**config.mk**
```make
export PLATFORM = sky130hd
export DESIGN_NAME = vote_ballot_collector_flat
export DESIGN_NICKNAME = d
export VERILOG_FILES = /design/src/rtl/vote_ballot_collector_if.sv /design/src/rtl/vote_ballot_collector.sv /design/src/flat_wrapper.sv
export SDC_FILE = /design/constraint.sdc
export NUM_CORES = 1
export LEC_CHECK = 0
export BUFFER_PORTS_ARGS = -buffer_cell sky130_fd_sc_hd__buf_4
export CAP_MARGIN = 10
export CELL_PAD_IN_SITES_DETAIL_PLACEMENT = 1
export CELL_PAD_IN_SITES_GLOBAL_PLACEMENT = 2
export CORE_MARGIN = 5
export CORE_UTILIZATION = 32
export CTS_CLUSTER_SIZE = 25
export DETAILED_ROUTE_END_ITERATION = 16
export PLACE_DENSITY = 0.77
export REMOVE_ABC_BUFFERS = 1
export SYNTH_ARGS = -nofsm -noshare
export SYNTH_HDL_FRONTEND = slang
export SYNTH_SLANG_ARGS = --single-unit
```
**constraint.sdc**
```tcl
create_clock -name clk -period 1.52 [get_ports clk]
set_input_delay 0.076 -clock clk [delete_from_list [all_inputs] [get_ports clk]]
set_output_delay 0.076 -clock clk [all_outputs]
set_load 0.01 [all_outputs]
```
**src/rtl/vote_ballot_collector_if.sv**
```systemverilog
// Ballot collector bus: round control and per-voter casts in; the final ballot and
// round status out.
interface vote_ballot_collector_if #(
    parameter int N_VOTERS = 4
);
    logic                start;
    logic [N_VOTERS-1:0] cast_en;
    logic [N_VOTERS-1:0] cast_val;
    logic [N_VOTERS-1:0] ballot;
    logic                ballot_valid;
    logic [N_VOTERS-1:0] voted_mask;
    logic                busy;
    logic                timed_out;
    logic                dup_err;

    modport master (
        output start, cast_en, cast_val,
        input  ballot, ballot_valid, voted_mask, busy, timed_out, dup_err
    );

    modport slave (
        input  start, cast_en, cast_val,
        output ballot, ballot_valid, voted_mask, busy, timed_out, dup_err
    );
endinterface

```
**src/rtl/vote_ballot_collector.sv**
```systemverilog
// Opens a voting round, takes one ballot per voter and closes on all-voted or timeout,
// then strobes the final ballot vector to the downstream vote circuit.

// One voter's slot. The first cast of a round is final; later casts only raise dup.
module vote_ballot_slot (
    input  logic clk,
    input  logic rst,
    input  logic clr,
    input  logic collect,
    input  logic cast_en,
    input  logic cast_val,
    output logic ballot_bit,
    output logic voted,
    output logic voted_nxt,
    output logic dup
);
    logic accept;

    assign accept    = collect & cast_en & ~voted;
    assign voted_nxt = voted | accept;
    assign dup       = collect & cast_en & voted;

    always_ff @(posedge clk) begin
        if (rst || clr) begin
            ballot_bit <= 1'b0;
            voted      <= 1'b0;
        end else if (accept) begin
            ballot_bit <= cast_val;
            voted      <= 1'b1;
        end
    end
endmodule

module vote_ballot_collector #(
    parameter int N_VOTERS       = 4,
    parameter int TIMEOUT_CYCLES = 1000,
    parameter int CNT_W          = 10
) (
    input  logic                    clk,
    input  logic                    rst,
    vote_ballot_collector_if.slave  bus
);
    typedef enum logic [1:0] {IDLE, COLLECT, DONE} state_t;

    localparam logic [CNT_W-1:0] TMAX = CNT_W'(TIMEOUT_CYCLES - 1);

    state_t              state;
    logic [CNT_W-1:0]    timer;
    logic                ballot_valid, busy, timed_out, dup_err;
    logic [N_VOTERS-1:0] ballot_q, voted_q, voted_nxt, dup_hit;
    logic                clr, collect;

    assign clr     = (state == IDLE) && bus.start;
    assign collect = (state == COLLECT);

    vote_ballot_slot u_slot [N_VOTERS-1:0] (
        .clk        (clk),
        .rst        (rst),
        .clr        (clr),
        .collect    (collect),
        .cast_en    (bus.cast_en),
        .cast_val   (bus.cast_val),
        .ballot_bit (ballot_q),
        .voted      (voted_q),
        .voted_nxt  (voted_nxt),
        .dup        (dup_hit)
    );

    always_ff @(posedge clk) begin
        if (rst) begin
            state        <= IDLE;
            timer        <= '0;
            ballot_valid <= 1'b0;
            busy         <= 1'b0;
            timed_out    <= 1'b0;
            dup_err      <= 1'b0;
        end else begin
            ballot_valid <= 1'b0;
            dup_err      <= 1'b0;
            case (state)
                IDLE: begin
                    if (bus.start) begin
                        timer     <= '0;
                        timed_out <= 1'b0;
                        busy      <= 1'b1;
                        state     <= COLLECT;
                    end
                end
                COLLECT: begin
                    timer   <= timer + CNT_W'(1);
                    dup_err <= |dup_hit;
                    // Close on the mask including this cycle's casts; all-voted beats timeout.
                    if (&voted_nxt) begin
                        state        <= DONE;
                        busy         <= 1'b0;
                        ballot_valid <= 1'b1;
                        timed_out    <= 1'b0;
                    end else if (timer == TMAX) begin
                        state        <= DONE;
                        busy         <= 1'b0;
                        ballot_valid <= 1'b1;
                        timed_out    <= 1'b1;
                    end
                end
                DONE:    state <= IDLE;
                default: state <= IDLE;
            endcase
        end
    end

    assign bus.ballot       = ballot_q;
    assign bus.voted_mask   = voted_q;
    assign bus.ballot_valid = ballot_valid;
    assign bus.busy         = busy;
    assign bus.timed_out    = timed_out;
    assign bus.dup_err      = dup_err;
endmodule

```
**src/flat_wrapper.sv**
```systemverilog
// flat-port wrapper written by rule: the top's interface ports become plain ports
module vote_ballot_collector_flat 
#(
    parameter int N_VOTERS       = 4,
    parameter int TIMEOUT_CYCLES = 1000,
    parameter int CNT_W          = 10
)
  (clk, rst, bus_start, bus_cast_en, bus_cast_val, bus_ballot, bus_ballot_valid, bus_voted_mask, bus_busy, bus_timed_out, bus_dup_err);
  vote_ballot_collector_if #(.N_VOTERS(N_VOTERS)) bus_i ();
  input  logic clk;
  input  logic rst;
  input wire logic [$bits(bus_i.start)-1:0] bus_start;
  input wire logic [$bits(bus_i.cast_en)-1:0] bus_cast_en;
  input wire logic [$bits(bus_i.cast_val)-1:0] bus_cast_val;
  output wire logic [$bits(bus_i.ballot)-1:0] bus_ballot;
  output wire logic [$bits(bus_i.ballot_valid)-1:0] bus_ballot_valid;
  output wire logic [$bits(bus_i.voted_mask)-1:0] bus_voted_mask;
  output wire logic [$bits(bus_i.busy)-1:0] bus_busy;
  output wire logic [$bits(bus_i.timed_out)-1:0] bus_timed_out;
  output wire logic [$bits(bus_i.dup_err)-1:0] bus_dup_err;
  assign bus_i.start = bus_start;
  assign bus_i.cast_en = bus_cast_en;
  assign bus_i.cast_val = bus_cast_val;
  assign bus_ballot = bus_i.ballot;
  assign bus_ballot_valid = bus_i.ballot_valid;
  assign bus_voted_mask = bus_i.voted_mask;
  assign bus_busy = bus_i.busy;
  assign bus_timed_out = bus_i.timed_out;
  assign bus_dup_err = bus_i.dup_err;
  vote_ballot_collector #(.N_VOTERS(N_VOTERS), .TIMEOUT_CYCLES(TIMEOUT_CYCLES), .CNT_W(CNT_W)) u_core (.clk(clk), .rst(rst), .bus(bus_i));
endmodule
```
==> flow_metrics.env, run 1 <==
export IMPL_outcome="complete, no violations"
export IMPL_dr_pass1_iters=3
export IMPL_insertion_delay_ps=310
export IMPL_cts_clk_slew_worst_paths_ps=140
export IMPL_drive_gt1_share_pct=29.1
export IMPL_dp_cells=189
export IMPL_fillers=429
export IMPL_synthDominantAreaCellType="dfxtp_1"
export IMPL_fin_area_sq_um=1430
export IMPL_reg2reg_to="u_core.timer[3]"
export IMPL_first_iter_violations=13
export IMPL_stdcell_count=197
export IMPL_hold_path_endpoint="u_core.u_slot[0].voted"
export IMPL_path_max_fanout=11
export IMPL_dieHeight_um=69.9
export IMPL_gp_congestion=0.727
export IMPL_overflow=0
export IMPL_io_pins=23
export IMPL_clock_root_buffer="clkbuf_4"
export IMPL_rr_worst_depth=5
export IMPL_period_needed_ps=1460
export IMPL_dp_hpwl_um=2100
export IMPL_routed_wirelength_um=2890
export IMPL_worstPathRequired_ps=1780
export IMPL_multiInputGateArea_sq_um=586
export IMPL_path_cells="and2b_4 -> buf_4 -> nand4_1 -> mux2_1 -> nor2_1"
export IMPL_final_nets=164
export IMPL_ys_warn_count=0
export IMPL_worst_ir_drop_vdd_uv=404
export IMPL_tns_ps=0
export IMPL_synth_top_area_share_pct=41.9
export IMPL_viasPerCell=5.21
export IMPL_postSynthAreaPerCell_sq_um=9.18
export IMPL_dr_total_vias=1027
export IMPL_r2r_start="u_core.state[1]"
export IMPL_synth_enable_flop_cells=0
export IMPL_grt_use_total_pct=12.5
export IMPL_numPortBuffers=22
export IMPL_h_tree_depth=1
export IMPL_cts_buffers=3
export IMPL_core_area_sq_um=3420
export IMPL_antenna_found_initial=0
export IMPL_yosysSeqAreaShare_pct=41.9
export IMPL_period_share_pct=96.1
export IMPL_n_antenna_cell=0
export IMPL_start_util_pct=33.6
export IMPL_synthArstFlopShare_pct=0
export IMPL_grt_max_degree=17
export IMPL_clock_sinks=24
export IMPL_end_kind="flop"
export IMPL_p_leak_nw=0.580
export IMPL_min_from="bus_cast_en[0]"
export IMPL_drv_cap=0
export IMPL_tightest_slew_ps=356
export IMPL_netlist_area_sq_um=1150
export IMPL_grt_pass1_wl_um=5070
export IMPL_finalSetupViolations=0
export IMPL_die_width_um=69.9
export IMPL_power_density_nw_per_um2=858
export IMPL_min_path_type="input pin to flop"
export IMPL_utilization_pct=42.0
export IMPL_place_area_sq_um=1350
export IMPL_cp_start_kind="flop"
export IMPL_hold_ws_ps=13.8
export IMPL_clk_path_buf_depth=2
export IMPL_synthTopCellsByArea="dfxtp_1 (42%), buf_4 (5.2%), nor2_1 (4.6%), a21oi_1 (4.4%), mux2i_1 (3.5%)"
export IMPL_ys_ff_latch=24
export IMPL_final_hold_viol_count=0
export IMPL_seq_area_sq_um=482
export IMPL_synthFlopType="dfxtp_1"
export IMPL_synth_commonest_cells="dfxtp_1 (24), nor2_1 (14), a21oi_1 (10), nand2_1 (10), buf_4 (8)"
export IMPL_crit_type="flop to flop"
export IMPL_area_delta_synth_final_pct=25.0
export IMPL_synth_cell_types=43
export IMPL_drc=0
export IMPL_cp_slowest_stage_delay_ps=350
export IMPL_max_freq_ghz=0.685
export IMPL_yosysMostFrequentCell="dfxtp_1"
export IMPL_drv_slew=0
export IMPL_arrival_ps=1720
export IMPL_synthCells=125
export IMPL_num_rows=21
export IMPL_skew_ps=6.50
export IMPL_wl_per_cell_um=14.7
export IMPL_whs_path_depth=3
export IMPL_dieArea_sq_um=4880
export IMPL_post_cts_setup_buffers=0
export IMPL_ant_nets=0
export IMPL_r2r_slack_ps=60
export IMPL_critPathSlowestCell="dfxtp_1"
export IMPL_cts_tree="done"
export IMPL_grt_pass1_vias=1139
export IMPL_worst_slew_margin_rel_pct=76.1
-- layout by cell type (no fill, tap or decap), types with 3 or more instances in the layout --
master         count
or3_1              3
dlygate4sd3_1      4
nor2_1            14
nand3_1            4
clkbuf_4           3
nor3b_1            3
buf_4             30
a21oi_1           10
dfxtp_1           23
nand2_1            9
mux2i_1            4
-- routing by layer --
metal / GRT usage (%) / share of wire, %
met2: 21.5 / 49
met5: 0 / 0
met1: 14.7 / 45
met3: 3.01 / 3.7
met4: 5.53 / 2.6
-- cell families after synthesis --
family,after synthesis,synth area share [%]
simple gates,50,25.6
flops,24,41.9
mux,6,5.45
buf+inv,14,8.07
compound gates,30,17.9
fa+ha+maj,1,1.09
-- metrics by stage --
stage               setup WS, ps  total power, mW
floorplan                    113            0.793
global placement            94.7            0.886
detailed placement          45.3            0.892
CTS                         25.8             1.25
global route               -6.57             1.31
finish                      59.8             1.23
-- worst max-delay path: cells and delay by family (launching register included) --
| kind | cells | cell delay [ps] |
|---|---|---|
| flip-flops | 1 | 350 |
| multiplexers | 1 | 340 |
| AND/OR/NAND/NOR | 3 | 560 |
| buffers and inverters | 1 | 160 |
-- state kept, by name, indices dropped and copies added (netlist names) --
register,flops
u_core.bus.dup_err,1
u_core.bus.ballot_valid,1
u_core.state,2
u_core.u_slot.voted,4
u_core.bus.busy,1
u_core.timer,10
u_core.u_slot.ballot_bit,4
u_core.bus.timed_out,1
-- what timing repair did --
| item | in CTS | in global routing |
|---|---|---|
| hold buffers | 4 | 0 |
| endpoints found under the setup margin | 0 | 12 |
| gates resized for setup | 0 | 4 |
| hold endpoints to repair | 4 | 0 |
-- power by group --
group	internal, mW	switching, mW	total, mW
Sequential	0.653	0.0241	0.677
Clock	0.146	0.196	0.342
Combinational	0.0999	0.112	0.212
-- worst max path at each step --
stage                     from              end  depth (start not counted)
6_report       u_core.state[1]  u_core.timer[3]                          5
5_1_grt        u_core.state[1]  u_core.state[1]                          4
3_5_place_dp   u_core.timer[0]  u_core.timer[8]                          4
2_1_floorplan  u_core.state[1]  u_core.timer[9]                          4
4_1_cts        u_core.state[1]  u_core.timer[0]                          4
3_3_place_gp   u_core.timer[0]  u_core.timer[8]                          4
-- cell type report --
type,count,area share [%]
Timing Repair Buffer,34,18.5
Tap cell,46,4.01
Clock buffer,4,2.53
Multi-Input combinational cell,87,40.8
Inverter,2,0.524
Sequential cell,24,33.6
Power figures use the tool's default switching activity.
==> run 2, diff against run 1 <==
Settings changed: ABC_AREA set to 1, CORE_UTILIZATION 32 to 29, SYNTH_HIERARCHICAL set to 1.
==> flow_metrics.env, run 2 <==
export IMPL_min_from="bus_cast_val[2]"
export IMPL_reg_top3="u_core/timer x10, u_core/u_slot/ballot_bit x4, u_core/u_slot/voted x4"
export IMPL_synth_enable_flop_cells=0
export IMPL_rr_worst_depth=12
export IMPL_end_kind="flop"
export IMPL_dr_pass1_iters=3
export IMPL_io_pins=23
export IMPL_viasPerCell=4.52
export IMPL_antenna_found_initial=0
export IMPL_overflow=0
export IMPL_internal_power_mw=0.962
export IMPL_worst_ir_drop_vdd_uv=350
export IMPL_layout_common_cells="nand2_1 (44), buf_4 (29), nor2_1 (26)"
export IMPL_wl_per_cell_um=12.4
export IMPL_synthTopCellsByArea="dfxtp_1 (41%), nand2_1 (15%), nor2_1 (9.0%), inv_1 (7.1%), a21oi_1 (4.7%)"
export IMPL_dr_total_vias=1135
export IMPL_pwr_share_comb_pct=15.1
export IMPL_r2r_start="u_core/state[1]"
export IMPL_whs_path_depth=3
export IMPL_fin_ws_ps=140
export IMPL_dieArea_sq_um=5380
export IMPL_h_tree_depth=1
export IMPL_hold_path_endpoint="u_core/u_slot[2]/ballot_bit"
export IMPL_drv_cap=0
export IMPL_cts_hold_buf=0
export IMPL_cts_clk_slew_worst_paths_ps=80
export IMPL_pre_cts_ws_ps=-68.3
export IMPL_numPortBuffers=22
export IMPL_cp_start_kind="flop"
export IMPL_fillers=513
export IMPL_swShare_pct=25.5
export IMPL_critPathSlowestCell="dfxtp_1"
export IMPL_max_freq_ghz=0.725
export IMPL_r2r_slack_ps=140
export IMPL_p_switching_mw=0.329
export IMPL_drc=0
export IMPL_power_density_nw_per_um2=858
export IMPL_synth_commonest_cells="nand2_1 (46), nor2_1 (28), dfxtp_1 (24)"
export IMPL_cts_buffers=3
export IMPL_period_needed_ps=1380
export IMPL_arrival_ps=1540
export IMPL_insertion_delay_ps=270
export IMPL_synthCells=169
export IMPL_final_common_cell="nand2_1"
export IMPL_largest_reg_flops=10
export IMPL_min_path_type="input pin to flop"
export IMPL_dieHeight_um=73.3
export IMPL_synthFlopType="dfxtp_1"
export IMPL_path_max_fanout=7
export IMPL_seq_power_share_pct=51.3
export IMPL_top_register="u_core/timer"
export IMPL_die_width_um=73.3
export IMPL_grt_pass1_vias=1226
export IMPL_hold_ws_ps=29.3
export IMPL_dp_hpwl_um=2510
export IMPL_tightest_slew_ps=304
export IMPL_ys_warn_count=6
export IMPL_ant_nets=0
export IMPL_routed_wirelength_um=3100
export IMPL_synthArstFlopShare_pct=0
export IMPL_p_clk_share_pct=33.6
export IMPL_start_util_pct=29.5
export IMPL_outcome="complete, no violations"
export IMPL_cp_startpoint="u_core/state[1]"
export IMPL_synth_top_area_share_pct=41.3
export IMPL_clock_sinks=24
export IMPL_drive_gt1_share_pct=29.4
export IMPL_core_area_sq_um=3940
export IMPL_finalSetupViolations=0
export IMPL_synth_cell_types=23
export IMPL_gp_congestion=0.770
export IMPL_grt_use_total_pct=12.6
export IMPL_clk_path_buf_depth=2
export IMPL_clock_root_buffer="clkbuf_8"
export IMPL_yosysSeqAreaShare_pct=41.3
export IMPL_postSynthAreaPerCell_sq_um=6.89
export IMPL_period_share_pct=90.8
export IMPL_cts_tree="done"
export IMPL_synthDominantAreaCellType="dfxtp_1"
export IMPL_yosysMostFrequentCell="nand2_1"
export IMPL_cp_slowest_stage_delay_ps=320
export IMPL_path_cells="inv_1 -> nand2_2 -> inv_4 -> nand2_1 -> nand2_1 -> nand2_1 -> nor2_2 -> nor2_2 -> nand2_1 -> nand2_1 -> nand2_1 -> a21oi_1"
export IMPL_grt_max_degree=14
export IMPL_p_leak_nw=0.681
export IMPL_drv_slew=0
export IMPL_netlist_area_sq_um=1160
export IMPL_worstPathRequired_ps=1680
export IMPL_final_hold_viol_count=0
export IMPL_reg2reg_to="u_core/bus.busy"
export IMPL_crit_top_cell="nand2_1"
export IMPL_crit_type="flop to flop"
export IMPL_first_iter_violations=34
export IMPL_worst_slew_margin_rel_pct=79.7
export IMPL_grt_pass1_wl_um=5250
export IMPL_skew_ps=4.00
export IMPL_area_delta_synth_final_pct=29.4
export IMPL_n_antenna_cell=0
export IMPL_num_rows=23
export IMPL_ys_ff_latch=24
export IMPL_final_nets=214
run 2: area by class of cell:
cell class	count	area (sq um)	area share [%]
Multi-Input combinational cell	117	584	38.8
Sequential cell	24	482	32.0
Timing Repair Buffer	29	218	14.5
Inverter	27	104	6.90
Tap cell	50	62.6	4.16
Clock buffer	4	55.1	3.66
run 2: through the flow:
step                utilization (%)  instance area, sq um  instances  total power, mW  TNS [ps]
floorplan                         -                  1160        168            0.774     -65.4
global placement               36.1                  1420        245            0.862         0
detailed placement             36.1                  1420        245            0.868     -97.7
CTS                            37.5                  1480        249             1.31         0
global route                   38.2                  1510        251             1.37     -9.14
finish                         38.2                  1510        251             1.29         0
run 2: how the worst max path moves through the flow:
stage	slack, ps	end	depth (start not counted)
floorplan	-50	u_core/bus.busy	12
global placement	30	u_core/bus.busy	11
detailed placement	-70	u_core/bus.busy	11
CTS	30	u_core/bus.busy	12
global route	-9	u_core/bus.busy	12
finish	140	u_core/bus.busy	12
run 2: routing by layer:
metal  vias to the layer above  wire length [um]  GRT usage, %
met5                         -                 0             0
met4                         0                48          4.83
met2                        12              1660          23.3
met1                       533              1320          13.9
li1                        586                 -             -
met3                         4                78          2.46
run 2: power by group through the flow:
stage                     Clock [mW]  Combinational [mW]  Sequential [mW]
after global placement             0               0.186            0.676
final                          0.434               0.195            0.662
after floorplan                    0              0.0924            0.681
after detailed placement           0               0.191            0.676
after global routing           0.485               0.220            0.665
after CTS                      0.459               0.193            0.662
run 2: cell families (layout without fill, tap and decap cells):
family                   after synthesis  count (layout)  synth area share, %
flip-flops                            24              24                 41.3
buffers and inverters                 28              60                 9.36
XOR/XNOR                               1               1                0.753
adder cells (fa/ha/maj)                1               1                 1.08
AND/OR/NAND/NOR                       89              89                 34.0
AO/OA/AOI/OAI                         26              26                 13.5
run 2: worst max-delay path, delay by kind of cell (launching register included):
family / cells / cell delay, ps
DFF: 1 / 320
and+or+nand+nor: 9 / 720
AOI/OAI and AO/OA: 1 / 50
buffers and inverters: 2 / 190
run 2: repair_timing:
action | CTS | global route
endpoints found under the setup margin | 2 | 3
pin swaps | 0 | 2
resized for setup | 2 | 5
buffers inserted | 0 | 2
